<file path="config.mk">
export PLATFORM = sky130hd
export DESIGN_NAME = gfmult_arbiter_flat
export DESIGN_NICKNAME = d
export VERILOG_FILES = /design/src/rtl/gfmult_arbiter_pkg.sv /design/src/rtl/gfmult_arbiter_if.sv /design/src/rtl/gfmult_arbiter_lcpmult.sv /design/src/rtl/gfmult_arbiter.sv /design/src/flat_wrapper.sv
export SDC_FILE = /design/constraint.sdc
export NUM_CORES = 1
export LEC_CHECK = 0
export CORE_ASPECT_RATIO = 0.6
export CORE_MARGIN = 5
export CORE_UTILIZATION = 44
export DETAILED_ROUTE_END_ITERATION = 8
export GPL_TIMING_DRIVEN = 1
export HOLD_SLACK_MARGIN = 0.02
export PLACE_DENSITY = 0.87
export SLEW_MARGIN = 20
export SYNTH_ARGS = -nofsm -noshare
export SYNTH_HDL_FRONTEND = slang
export SYNTH_HIERARCHICAL = 1
export SYNTH_SLANG_ARGS = --single-unit
</file>
<file path="constraint.sdc">
create_clock -name clock -period 8 [get_ports clock]
set_input_delay 1.2 -clock clock [delete_from_list [all_inputs] [get_ports clock]]
set_output_delay 1.2 -clock clock [all_outputs]
set_load 0.02 [all_outputs]
</file>
<file path="src/rtl/gfmult_arbiter_pkg.sv">
// Shared GF(2^5) field constants for the decoder's GF blocks: requester count,
// symbol width and the field polynomial x^5+x^2+1.
package gfmult_arbiter_pkg;
  localparam int GFM_NUM_REQ = 4;
  localparam int GFM_GF_W    = 5;
  localparam logic [GFM_GF_W:0] GFM_POLY = 6'b100101;
endpackage

</file>
<file path="src/rtl/gfmult_arbiter_if.sv">
// Request/grant/result bundle between the requesters and the shared multiplier.
interface gfmult_arbiter_if;
  import gfmult_arbiter_pkg::*;

  logic [GFM_NUM_REQ-1:0]          req;
  logic [GFM_NUM_REQ*GFM_GF_W-1:0] opa;
  logic [GFM_NUM_REQ*GFM_GF_W-1:0] opb;
  logic                            hold;
  logic [GFM_NUM_REQ-1:0]          gnt;
  logic [GFM_NUM_REQ-1:0]          done;
  logic [GFM_GF_W-1:0]             result;

  modport master (output req, opa, opb, hold, input gnt, done, result);
  modport slave  (input req, opa, opb, hold, output gnt, done, result);
endinterface

</file>
<file path="src/rtl/gfmult_arbiter_lcpmult.sv">
// lcpmult: combinational GF(2^5) polynomial-basis multiplier
// (AND/XOR partial products followed by reduction modulo the field polynomial).
module lcpmult
  import gfmult_arbiter_pkg::*;
(
  input  logic [GFM_GF_W-1:0] i_a,
  input  logic [GFM_GF_W-1:0] i_b,
  output logic [GFM_GF_W-1:0] o_p
);
  logic [2*GFM_GF_W-2:0] w_full;

  always_comb begin
    w_full = '0;
    for (int i = 0; i < GFM_GF_W; i++) begin
      for (int j = 0; j < GFM_GF_W; j++) begin
        w_full[i+j] = w_full[i+j] ^ (i_a[i] & i_b[j]);
      end
    end
    // Fold high-order terms down from the top so each fold sees final bits.
    for (int k = 2*GFM_GF_W-2; k >= GFM_GF_W; k--) begin
      if (w_full[k]) begin
        w_full[k-GFM_GF_W +: GFM_GF_W+1] = w_full[k-GFM_GF_W +: GFM_GF_W+1] ^ GFM_POLY;
      end
    end
  end

  assign o_p = w_full[GFM_GF_W-1:0];
endmodule

</file>
<file path="src/rtl/gfmult_arbiter.sv">
// Round-robin arbiter sharing one GF(2^5) multiplier among four requesters.
// Define GFMULT_PIPE_EN to add a register stage after the multiplier (latency 2).
module gfmult_arbiter
  import gfmult_arbiter_pkg::*;
#(
  parameter int NUM_REQ = GFM_NUM_REQ,
  parameter int GF_W    = GFM_GF_W
)
(
  input  logic           clock,
  input  logic           reset,
  gfmult_arbiter_if.slave bus
);
  localparam int PTR_W = $clog2(NUM_REQ);

  logic [PTR_W-1:0]   r_ptr;
  logic [PTR_W-1:0]   w_idx;
  logic               w_any;
  logic               w_grant_en;
  logic [NUM_REQ-1:0] w_gnt;
  logic [GF_W-1:0]    w_a;
  logic [GF_W-1:0]    w_b;
  logic [GF_W-1:0]    w_prod;
  logic [NUM_REQ-1:0] r_done;
  logic [GF_W-1:0]    r_result;

  // Scan from the farthest offset back to ptr so the nearest requester wins.
  always_comb begin
    w_any = 1'b0;
    w_idx = r_ptr;
    for (int off = NUM_REQ-1; off >= 0; off--) begin
      if (bus.req[r_ptr + PTR_W'(off)]) begin
        w_any = 1'b1;
        w_idx = r_ptr + PTR_W'(off);
      end
    end
  end

  assign w_grant_en = w_any & ~bus.hold & ~reset;

  generate
    for (genvar gi = 0; gi < NUM_REQ; gi++) begin : g_gnt
      assign w_gnt[gi] = w_grant_en && (w_idx == PTR_W'(gi));
    end
  endgenerate

  assign w_a = bus.opa[w_idx*GF_W +: GF_W];
  assign w_b = bus.opb[w_idx*GF_W +: GF_W];

  lcpmult u_mult (
    .i_a (w_a),
    .i_b (w_b),
    .o_p (w_prod)
  );

  always_ff @(posedge clock) begin
    if (reset) begin
      r_ptr <= '0;
    end else if (w_grant_en) begin
      r_ptr <= w_idx + PTR_W'(1);
    end
  end

`ifdef GFMULT_PIPE_EN
  logic [NUM_REQ-1:0] r_s1_oh;
  logic [GF_W-1:0]    r_s1_prod;

  always_ff @(posedge clock) begin
    if (reset) begin
      r_s1_oh   <= '0;
      r_s1_prod <= '0;
      r_done    <= '0;
      r_result  <= '0;
    end else if (!bus.hold) begin
      r_s1_oh   <= w_gnt;
      r_s1_prod <= w_grant_en ? w_prod : '0;
      r_done    <= r_s1_oh;
      r_result  <= r_s1_prod;
    end
  end
`else
  always_ff @(posedge clock) begin
    if (reset) begin
      r_done   <= '0;
      r_result <= '0;
    end else if (!bus.hold) begin
      r_done   <= w_gnt;
      r_result <= w_grant_en ? w_prod : '0;
    end
  end
`endif

  assign bus.gnt    = w_gnt;
  assign bus.done   = r_done;
  assign bus.result = r_result;
endmodule

</file>
<file path="src/flat_wrapper.sv">
// flat-port wrapper written by rule: the top's interface ports become plain ports
module gfmult_arbiter_flat import gfmult_arbiter_pkg::*;
#(
  parameter int NUM_REQ = GFM_NUM_REQ,
  parameter int GF_W    = GFM_GF_W
)
  (clock, reset, bus_req, bus_opa, bus_opb, bus_hold, bus_gnt, bus_done, bus_result);
  gfmult_arbiter_if bus_i ();
  input  logic clock;
  input  logic reset;
  input wire logic [$bits(bus_i.req)-1:0] bus_req;
  input wire logic [$bits(bus_i.opa)-1:0] bus_opa;
  input wire logic [$bits(bus_i.opb)-1:0] bus_opb;
  input wire logic [$bits(bus_i.hold)-1:0] bus_hold;
  output wire logic [$bits(bus_i.gnt)-1:0] bus_gnt;
  output wire logic [$bits(bus_i.done)-1:0] bus_done;
  output wire logic [$bits(bus_i.result)-1:0] bus_result;
  assign bus_i.req = bus_req;
  assign bus_i.opa = bus_opa;
  assign bus_i.opb = bus_opb;
  assign bus_i.hold = bus_hold;
  assign bus_gnt = bus_i.gnt;
  assign bus_done = bus_i.done;
  assign bus_result = bus_i.result;
  gfmult_arbiter #(.NUM_REQ(NUM_REQ), .GF_W(GF_W)) u_core (.clock(clock), .reset(reset), .bus(bus_i));
endmodule
</file>
==> impl_metrics.py, run 1 <==
metrics = {
    "timing": {
        "tightestPinTransition_ps": 728,
        "worst_slew_margin_rel_pct": 51.3,
        "max_clock_freq_mhz": 215,
        "finalHoldViolations": 0,
        "min_clock_period_post_route_ps": 4650,
        "final.period_utilization_pct": 58.2,
        "unrepaired_setup_endpoints_after_global_routing": "false",
        "worst_clock_skew_ps": 0.723,
        "setup-violations-final": 0,
        "final.setup.tns_ps": 0,
        "maxSlewViolCount": 0,
    },
    "power_and_ir_drop": {
        "peakVddDrop_v": 0.0000975,
        "power_per_cell_area_nw_per_um2": 208,
        "power.share.clock_pct": 14.2,
        "p_comb_share_pct": 66.2,
        "power.share.sequential_pct": 19.5,
        "sw_share_pct": 38.2,
        "power.net_switching_mw": 0.146,
        "p_leak_nw": 0.739,
        "internal_power_mw": 0.236,
    },
    "clock_tree": {
        "clock_sink_count": 11,
        "post_cts_resized": 0,
        "clock_tree.htree_level_count": 1,
        "cts_buffers": 3,
        "post-cts-setup-buffer-count": 0,
        "ctsLongestPathBuffers": 2,
        "worstSkewPairLatency_ps": 230,
        "cts.reportedPaths.clkPinSlew_ps": 50,
        "cts.root.buffer_cell": "sky130_fd_sc_hd__clkbuf_8",
        "cts-hold-fix-buffers": 0,
        "cts_tree": "done",
    },
    "worst_setup_path": {
        "cp_top_family": "buffers and inverters",
        "setup.worst_path.start_class": "input pin",
        "timing.critical_path.cells": "clkdlybuf4s50_1, nand2_1, a21oi_1, o221a_4, and3_1, clkdlybuf4s50_1",
        "critical_path_peak_fanout": 30,
        "cp_num_buf_inv": 2,
        "timing.critical_path.required_ps": 6800,
        "worst_setup_path_startpoint": "bus_req[3]",
        "r2r_start": "u_core/r_ptr[1]$_SDFFE_PP0P_",
        "worstSetupEndpointType": "primary output",
        "setup.worst_path.class": "input pin to primary output",
        "critPathMaxStageDelay_ps": 610,
        "critical-path-top-cell-by-count": "sky130_fd_sc_hd__clkdlybuf4s50_1",
        "cp_data_arrival_time_ps": 3450,
        "timing.critical_path.slowest_stage_cell": "sky130_fd_sc_hd__clkdlybuf4s50_1",
    },
    "yosys": {
        "synth.ff_latch_count": 11,
        "synth.yosys.seq_area_share_pct": 18.2,
        "area_of_the_mapped_netlist_um2": 1210,
        "count_of_synthesis_stage_warnings_from_yosys": 6,
        "post_synth_inst_count": 145,
        "synth_area_per_cell_um2": 8.35,
        "yosysUniqueCellTypes": 30,
        "synth.net_count": 192,
    },
    "grt": {
        "track_usage_pct": 16.9,
        "grt_antenna_before_repair": 0,
        "grt_pass1_wl_um": 5460,
        "met2_usage_pct": 28.8,
        "grt_busiest_layer": "met2",
        "grt_use_met1_pct": 20.7,
        "first_global_vias": 1232,
        "grt_max_degree": 31,
        "grt_remaining_overflow": 0,
        "global_route.usage.met3_pct": 5.54,
    },
    "placement": {
        "place.port_buffers": 59,
        "dpl_hpwl_um": 2590,
        "gp_routability_congestion": 0.915,
        "instance_area_at_placement_um2": 1790,
    },
    "floorplan": {
        "std_cell_rows": 14,
        "initial_utilization_pct": 47.0,
        "i_o_pins": 60,
        "core_area_um2": 2570,
        "die_area_um2": 3940,
        "dieHeight_um": 50.6,
        "dieWidth_um": 77.7,
    },
    "drt": {
        "vias": 1238,
        "via_per_inst": 5.31,
        "routedWlPerCell_um": 14.0,
        "dr.pass1.iters": 4,
        "wirelength_um": 3250,
        "drt.antenna.violating_nets": 0,
        "drt_iter0_drc": 70,
        "remaining_design_rule_violation_count": 0,
    },
    "final_layout": {
        "design.final.nets": 249,
        "insertedDiodeCount": 0,
        "post-route-cell-area_um2": 1830,
        "fin_util_pct": 71.1,
        "nFillCells": 190,
        "drive_above_1_share_pct": 3.48,
        "area_growth_pct": 51.2,
    },
    "hold_path": {
        "worst_hold_startpoint": "u_core/bus.done[1]$_SDFFE_PP0N_",
        "timing.hold.worst.class": "flip-flop to flip-flop",
    },
    "job": {
        "drv.max_cap_violation_count": 0,
    },
    "outcome": {
        "run_status": "complete, no violations",
    },
}
## flip-flops by register name (all words and copies together), names as in the netlist
signal             count
u_core/bus.done        4
u_core/bus.result      5
u_core/r_ptr           2
## area by class of cell
cell class                      instances  area [µm²]  area share (%)
Timing Repair Buffer                   59         591            32.2
Tap cell                               32        40.0            2.19
Clock buffer                            4        45.0            2.46
Sequential cell                        11         220            12.0
Inverter                                3        11.3           0.615
Multi-Input combinational cell        124         925            50.5
## layout by cell type (no fill, tap or decap), drive strengths merged
cell and count:
clkdlybuf4s50 59, nand2 31, mux2i 30, nor2 13, xnor2 12, dfxtp 11
xor2 7, a21oi 6, a22oi 5, clkbuf 4, inv 3, xnor3 3
nor3 2, a211oi 2, nand3b 2, nor2b 2, o21ai 1, o221a 1
a31oi 1, o2bb2ai 1, nor4 1, nor3b 1, and3 1, a32oi 1
or4 1
## power by group through the flow
stage | clock network (mW) | logic (mW) | registers [mW]
6_report | 0.0543 | 0.253 | 0.0745
5_1_grt | 0.0605 | 0.273 | 0.0759
4_1_cts | 0.0560 | 0.254 | 0.0745
3_5_place_dp | 0 | 0.251 | 0.0747
3_3_place_gp | 0 | 0.244 | 0.0743
2_1_floorplan | 0 | 0.174 | 0.0871
## logic make-up after synthesis
logic type	Yosys count	synth area share [%]
buffers and inverters	10	5.47
DFF	11	18.2
muxes	30	24.8
AOI/OAI and AO/OA	18	12.4
and+or+nand+nor	54	19.2
xor gates and xnor gates	22	19.9
## final timing paths
kind | endpoint | slack (ps) | cells past startpoint
setup / recovery | bus_gnt[3] | 3350 | 6
hold / removal | u_core/bus.done[1]$_SDFFE_PP0N_ | 460 | 2
setup reg to reg | u_core/bus.result[0]$_SDFFE_PP0N_ | 4880 | 11
hold reg to reg | u_core/bus.done[1]$_SDFFE_PP0N_ | 460 | 2
## Yosys cell counts (all sizes together)
master / count / area share (%)
buf: 4 / 3.6
xnor3: 3 / 5.6
and3: 1 / 0.52
a31oi: 1 / 0.52
a22oi: 5 / 3.1
a21oi: 6 / 2.5
nor3: 2 / 0.83
nand2: 31 / 9.6
nor3b: 1 / 0.62
xnor2: 12 / 8.7
o221a: 1 / 1.7
inv: 3 / 0.93
o2bb2ai: 1 / 2.3
or4: 1 / 0.62
a211oi: 2 / 1.2
nor4: 1 / 0.52
xor2: 7 / 5.7
clkbuf: 3 / 0.93
o21ai: 1 / 0.41
a32oi: 1 / 0.72
nor2b: 2 / 1.2
nor2: 13 / 4.0
nand3b: 2 / 1.2
dfxtp: 11 / 18
mux2i: 30 / 25
## per-stage QoR
step                total power, mW  setup WS [ps]  cells  hold WS [ps]
CTS                           0.384           3360    233           464
detailed placement            0.326           3370    229           456
floorplan                     0.261           4450    145           510
global route                  0.409           3200    233           479
global placement              0.318           3440    229           453
finish                        0.381           3350    233           460
## worst register-to-register path, cell delays in order, from the launching register on
cell	delay, ps
sky130_fd_sc_hd__dfxtp_1	400
sky130_fd_sc_hd__inv_1	110
sky130_fd_sc_hd__a21oi_1	200
sky130_fd_sc_hd__o221a_4	520
sky130_fd_sc_hd__mux2i_1	150
sky130_fd_sc_hd__mux2i_1	450
sky130_fd_sc_hd__nand2_1	130
sky130_fd_sc_hd__xor2_1	240
sky130_fd_sc_hd__xnor3_1	400
sky130_fd_sc_hd__xor2_1	180
sky130_fd_sc_hd__a22oi_1	150
sky130_fd_sc_hd__nor2_1	60
## metal layers
metal	wire [µm]	vias to the layer above
li1	-	615
met1	1400	562
met2	1550	57
met3	290	4
met4	17	0
met5	0	-
Power figures use the tool's default switching activity.
==> inputs of run 2 (changes only) <==
--- a/config.mk
+++ b/config.mk
@@ -7,11 +7,11 @@
 export LEC_CHECK = 0
 export CORE_ASPECT_RATIO = 0.6
 export CORE_MARGIN = 5
-export CORE_UTILIZATION = 44
+export CORE_UTILIZATION = 40
 export DETAILED_ROUTE_END_ITERATION = 8
 export GPL_TIMING_DRIVEN = 1
 export HOLD_SLACK_MARGIN = 0.02
-export PLACE_DENSITY = 0.87
+export PLACE_DENSITY = 0.8
 export SLEW_MARGIN = 20
 export SYNTH_ARGS = -nofsm -noshare
 export SYNTH_HDL_FRONTEND = slang
==> constraint.sdc (replaced) <==
create_clock -name clock -period 4.6 [get_ports clock]
set_input_delay 0.69 -clock clock [delete_from_list [all_inputs] [get_ports clock]]
set_output_delay 0.69 -clock clock [all_outputs]
set_load 0.02 [all_outputs]
==> impl_metrics.py, run 2 (synthesis gave the netlist of run 1 again) <==
metrics = {
    "final_layout": {
        "nFillCells": 265,
        "design.final.nets": 249,
        "insertedDiodeCount": 0,
        "layout.cells.most_common": "sky130_fd_sc_hd__clkdlybuf4s50_1",
        "multi_input_area_um2": 925,
        "area_growth_pct": 52.3,
        "drive_above_1_share_pct": 3.48,
        "register_area_um2": 220,
        "largest_register_ff_count": 5,
        "mostFrequentLayoutCells": "sky130_fd_sc_hd__clkdlybuf4s50_1 (59), sky130_fd_sc_hd__nand2_1 (31), sky130_fd_sc_hd__mux2i_1 (30)",
    },
    "grt": {
        "track_usage_pct": 17.6,
        "first_global_vias": 1167,
        "grt_max_degree": 31,
        "grt_antenna_before_repair": 0,
        "grt_remaining_overflow": 0,
        "grt_pass1_wl_um": 5710,
    },
    "timing": {
        "worst_slew_margin_rel_pct": 50.0,
        "unrepaired_setup_endpoints_after_global_routing": "false",
        "final.setup.worst_slack_ps": 777,
        "final.setup.tns_ps": 0,
        "maxSlewViolCount": 0,
        "finalHoldViolations": 0,
        "tightestPinTransition_ps": 748,
        "setup-violations-final": 0,
        "final.period_utilization_pct": 83.1,
        "max_clock_freq_mhz": 262,
        "worst_clock_skew_ps": 1.42,
        "min_clock_period_post_route_ps": 3820,
    },
    "worst_setup_path": {
        "critical_path_peak_fanout": 30,
        "setup.worst_path.class": "input pin to flip-flop",
        "timing.critical_path.required_ps": 4710,
        "cp_data_arrival_time_ps": 3930,
        "worstSetupEndpointType": "flip-flop",
        "setup.worst_path.start_class": "input pin",
    },
    "drt": {
        "wirelength_um": 3610,
        "dr.pass1.iters": 4,
        "via_per_inst": 5.08,
        "routedWlPerCell_um": 14.9,
        "remaining_design_rule_violation_count": 0,
        "vias": 1234,
        "drt_iter0_drc": 62,
        "drt.antenna.violating_nets": 0,
    },
    "clock_tree": {
        "cts.reportedPaths.clkPinSlew_ps": 50,
        "worstSkewPairLatency_ps": 230,
        "post_cts_resized": 0,
        "clock_sink_count": 11,
        "clock_tree.htree_level_count": 1,
        "post-cts-setup-buffer-count": 0,
        "cts_tree": "done",
        "cts_buffers": 3,
        "ctsLongestPathBuffers": 2,
        "cts-hold-fix-buffers": 0,
        "cts.root.buffer_cell": "sky130_fd_sc_hd__clkbuf_8",
    },
    "floorplan": {
        "core_area_um2": 2890,
        "dieWidth_um": 81.0,
        "dieHeight_um": 52.6,
        "std_cell_rows": 15,
        "die_area_um2": 4260,
        "initial_utilization_pct": 41.9,
        "i_o_pins": 60,
    },
    "placement": {
        "place.port_buffers": 59,
        "post-place-ws_ps": 575,
        "gp_routability_congestion": 0.744,
        "dpl_hpwl_um": 2900,
    },
    "power_and_ir_drop": {
        "peakVddDrop_v": 0.000292,
        "power_per_cell_area_nw_per_um2": 363,
        "internal_power_mw": 0.410,
        "power.net_switching_mw": 0.260,
        "power.share.sequential_pct": 19.3,
        "sw_share_pct": 38.8,
        "p_leak_nw": 0.739,
        "power.share.clock_pct": 14.2,
        "p_comb_share_pct": 66.5,
    },
    "hold_path": {
        "timing.hold.worst.class": "flip-flop to flip-flop",
    },
    "outcome": {
        "run_status": "complete, no violations",
    },
    "job": {
        "drv.max_cap_violation_count": 0,
    },
}
-- run 2: cell counts in the layout (fill, tap and decap cells not counted) --
Identical to the previous run, type by type.
-- run 2: per-layer routing --
metal | part of all wire (%) | GRT usage, % | routed length, µm | vias up
li1 | - | - | - | 614
met1 | 46 | 23.6 | 1670 | 574
met2 | 45 | 29.3 | 1630 | 44
met3 | 8.1 | 4.81 | 294 | 2
met4 | 0.53 | 1.12 | 19 | 0
met5 | 0 | 0 | 0 | -
-- run 2: worst max-delay path: stages --
cell                              delay (ps)
sky130_fd_sc_hd__clkdlybuf4s50_1         490
sky130_fd_sc_hd__nor2b_2                 200
sky130_fd_sc_hd__o21ai_0                 210
sky130_fd_sc_hd__o221a_4                 540
sky130_fd_sc_hd__mux2i_1                 140
sky130_fd_sc_hd__mux2i_1                 460
sky130_fd_sc_hd__nand2_1                 150
sky130_fd_sc_hd__xor2_1                  260
sky130_fd_sc_hd__xnor3_1                 400
sky130_fd_sc_hd__xor2_1                  180
sky130_fd_sc_hd__a22oi_1                 150
sky130_fd_sc_hd__nor2_1                   60
-- run 2: area by class of cell --
type,instances,share of cell area [%]
Multi-Input combinational cell,124,50.1
Timing Repair Buffer,59,32.0
Tap cell,42,2.85
Clock buffer,4,2.44
Inverter,3,0.611
Sequential cell,11,11.9
-- run 2: power groups by stage --
| stage | Sequential, mW | Combinational, mW | Clock, mW |
|---|---|---|---|
| floorplan | 0.151 | 0.303 | 0 |
| global placement | 0.130 | 0.429 | 0 |
| detailed placement | 0.130 | 0.443 | 0 |
| CTS | 0.129 | 0.446 | 0.0964 |
| global route | 0.132 | 0.486 | 0.102 |
| finish | 0.129 | 0.446 | 0.0949 |
-- run 2: path summary, 6_finish.rpt --
check / from / end / slack, ps / cells after the start
setup / recovery: bus_req[0] / u_core/bus.result[0]$_SDFFE_PP0N_ / 780 / 12
hold reg to reg: u_core/bus.done[2]$_SDFFE_PP0N_ / u_core/bus.done[2]$_SDFFE_PP0N_ / 470 / 2
setup reg to reg: u_core/r_ptr[0]$_SDFFE_PP0P_ / u_core/bus.result[0]$_SDFFE_PP0N_ / 1420 / 11
hold / removal: u_core/bus.done[2]$_SDFFE_PP0N_ / u_core/bus.done[2]$_SDFFE_PP0N_ / 470 / 2
-- run 2: through the flow --
stage	area, µm²	hold WS (ps)	total power [mW]	instances	utilization, %
after floorplan	1210	510	0.454	145	-
after global placement	1800	458	0.560	239	62.3
after detailed placement	1800	469	0.574	239	62.3
after CTS	1840	474	0.672	243	63.8
after global routing	1840	488	0.720	243	63.8
final	1840	470	0.670	243	63.8
==> inputs of run 3 (changes only) <==
==> constraint.sdc (replaced) <==
create_clock -name clock -period 3.8 [get_ports clock]
set_input_delay 0.57 -clock clock [delete_from_list [all_inputs] [get_ports clock]]
set_output_delay 0.57 -clock clock [all_outputs]
set_load 0.02 [all_outputs]
==> impl_metrics.py, run 3 (synthesis gave the netlist of run 1 again) <==
metrics = {
    "outcome": {
        "run_status": "complete, no violations",
    },
    "drt": {
        "wirelength_um": 3760,
        "remaining_design_rule_violation_count": 0,
        "dr.pass1.iters": 5,
        "drt.antenna.violating_nets": 0,
        "drt_iter0_drc": 70,
        "via_per_inst": 5.11,
        "vias": 1282,
        "routedWlPerCell_um": 15.0,
    },
    "final_layout": {
        "mostFrequentLayoutCells": "sky130_fd_sc_hd__clkdlybuf4s50_1 (59), sky130_fd_sc_hd__nand2_1 (31), sky130_fd_sc_hd__mux2i_1 (30)",
        "drive_above_1_share_pct": 7.18,
        "area_growth_pct": 57.2,
        "largest_register_ff_count": 5,
        "nFillCells": 243,
        "design.final.nets": 257,
        "insertedDiodeCount": 0,
        "post-route-cell-area_um2": 1900,
        "layout.cells.most_common": "sky130_fd_sc_hd__clkdlybuf4s50_1",
    },
    "clock_tree": {
        "clock_tree.htree_level_count": 1,
        "cts_tree": "done",
        "worstSkewPairLatency_ps": 240,
        "ctsLongestPathBuffers": 2,
        "cts_buffers": 3,
        "cts-hold-fix-buffers": 0,
        "cts.root.buffer_cell": "sky130_fd_sc_hd__clkbuf_8",
        "clock_sink_count": 11,
        "cts.reportedPaths.clkPinSlew_ps": 50,
        "post_cts_resized": 0,
        "post-cts-setup-buffer-count": 0,
    },
    "grt": {
        "first_global_vias": 1270,
        "grt_use_met1_pct": 25.3,
        "met2_usage_pct": 31.1,
        "grt_antenna_before_repair": 0,
        "grt_remaining_overflow": 0,
        "global_route.usage.met3_pct": 4.98,
        "track_usage_pct": 18.6,
        "grt_pass1_wl_um": 6000,
        "grt_max_degree": 22,
        "grt_busiest_layer": "met2",
    },
    "timing": {
        "maxSlewViolCount": 0,
        "worst_hold_slack_ps": 470,
        "min_clock_period_post_route_ps": 3580,
        "tightestPinTransition_ps": 782,
        "max_clock_freq_mhz": 280,
        "worst_clock_skew_ps": 5.01,
        "setup-violations-final": 0,
        "worst_slew_margin_rel_pct": 47.6,
        "finalHoldViolations": 0,
        "unrepaired_setup_endpoints_after_global_routing": "false",
        "final.period_utilization_pct": 94.1,
        "final.setup.tns_ps": 0,
    },
    "floorplan": {
        "dieHeight_um": 52.6,
        "die_area_um2": 4260,
        "std_cell_rows": 15,
        "core_area_um2": 2890,
        "initial_utilization_pct": 41.9,
        "dieWidth_um": 81.0,
        "i_o_pins": 60,
    },
    "worst_setup_path": {
        "timing.critical_path.slowest_stage_cell": "sky130_fd_sc_hd__clkdlybuf4s50_1",
        "critical_path_peak_fanout": 21,
        "setup.worst_path.start_class": "input pin",
        "critPathMaxStageDelay_ps": 610,
        "cp_data_arrival_time_ps": 3010,
        "timing.critical_path.cells": "clkdlybuf4s50_1, nand2_1, a21oi_1, o221a_4, buf_4, nand2_1, nor2_1, clkdlybuf4s50_1",
        "worstSetupEndpointType": "primary output",
        "timing.critical_path.required_ps": 3230,
        "setup.worst_path.class": "input pin to primary output",
    },
    "hold_path": {
        "timing.hold.worst.class": "flip-flop to flip-flop",
    },
    "power_and_ir_drop": {
        "p_leak_nw": 0.778,
        "peakVddDrop_v": 0.000306,
        "power_per_cell_area_nw_per_um2": 438,
        "total_design_power_mw": 0.833,
    },
    "placement": {
        "gp_routability_congestion": 0.915,
        "place.port_buffers": 59,
        "dpl_hpwl_um": 3020,
        "instance_area_at_placement_um2": 1860,
    },
    "job": {
        "drv.max_cap_violation_count": 0,
    },
}
run 3: cell count changes in the layout (fill, tap and decap cells not counted), sizes merged:
cell	before	now
buf	0	8
run 3: area by class of cell:
cell class	count	area (µm²)	share of cell area [%]
clock buffers	4	45.0	2.37
inverters	3	11.3	0.591
multi-input cells	124	925	48.6
flip-flops and latches	11	220	11.6
well taps	42	52.6	2.76
repair buffers	67	651	34.2
run 3: critical path, delay by kind of cell:
family          cells  cell delay (ps)
compound gates      2              710
buf+inv             3             1460
simple gates        3              260
run 3: per-stage QoR:
stage / utilization, % / worst slack (ps) / std cells
3_5_place_dp: 64.3 / 30.3 / 247
2_1_floorplan: - / 876 / 145
6_report: 65.9 / 223 / 251
4_1_cts: 65.9 / 234 / 251
5_1_grt: 65.9 / 3.14 / 251
3_3_place_gp: 64.3 / 279 / 247
run 3: power by group:
part	total, mW	switching (mW)	internal (mW)
combinational	0.559	0.258	0.301
sequential	0.158	0.0172	0.141
clock	0.116	0.0423	0.0735
run 3: worst paths after layout:
check | from | to | slack, ps | depth (start not counted)
max | bus_req[3] | bus_gnt[1] | 220 | 8
min | u_core/bus.done[2]$_SDFFE_PP0N_ | u_core/bus.done[2]$_SDFFE_PP0N_ | 470 | 2
max reg2reg | u_core/r_ptr[1]$_SDFFE_PP0P_ | u_core/bus.result[2]$_SDFFE_PP0N_ | 770 | 11
min reg2reg | u_core/bus.done[2]$_SDFFE_PP0N_ | u_core/bus.done[2]$_SDFFE_PP0N_ | 470 | 2
run 3: metal layers:
metal	vias up	wire, µm
met5	-	0
met4	0	0
met3	0	296
met2	53	1730
met1	599	1740
li1	630	-
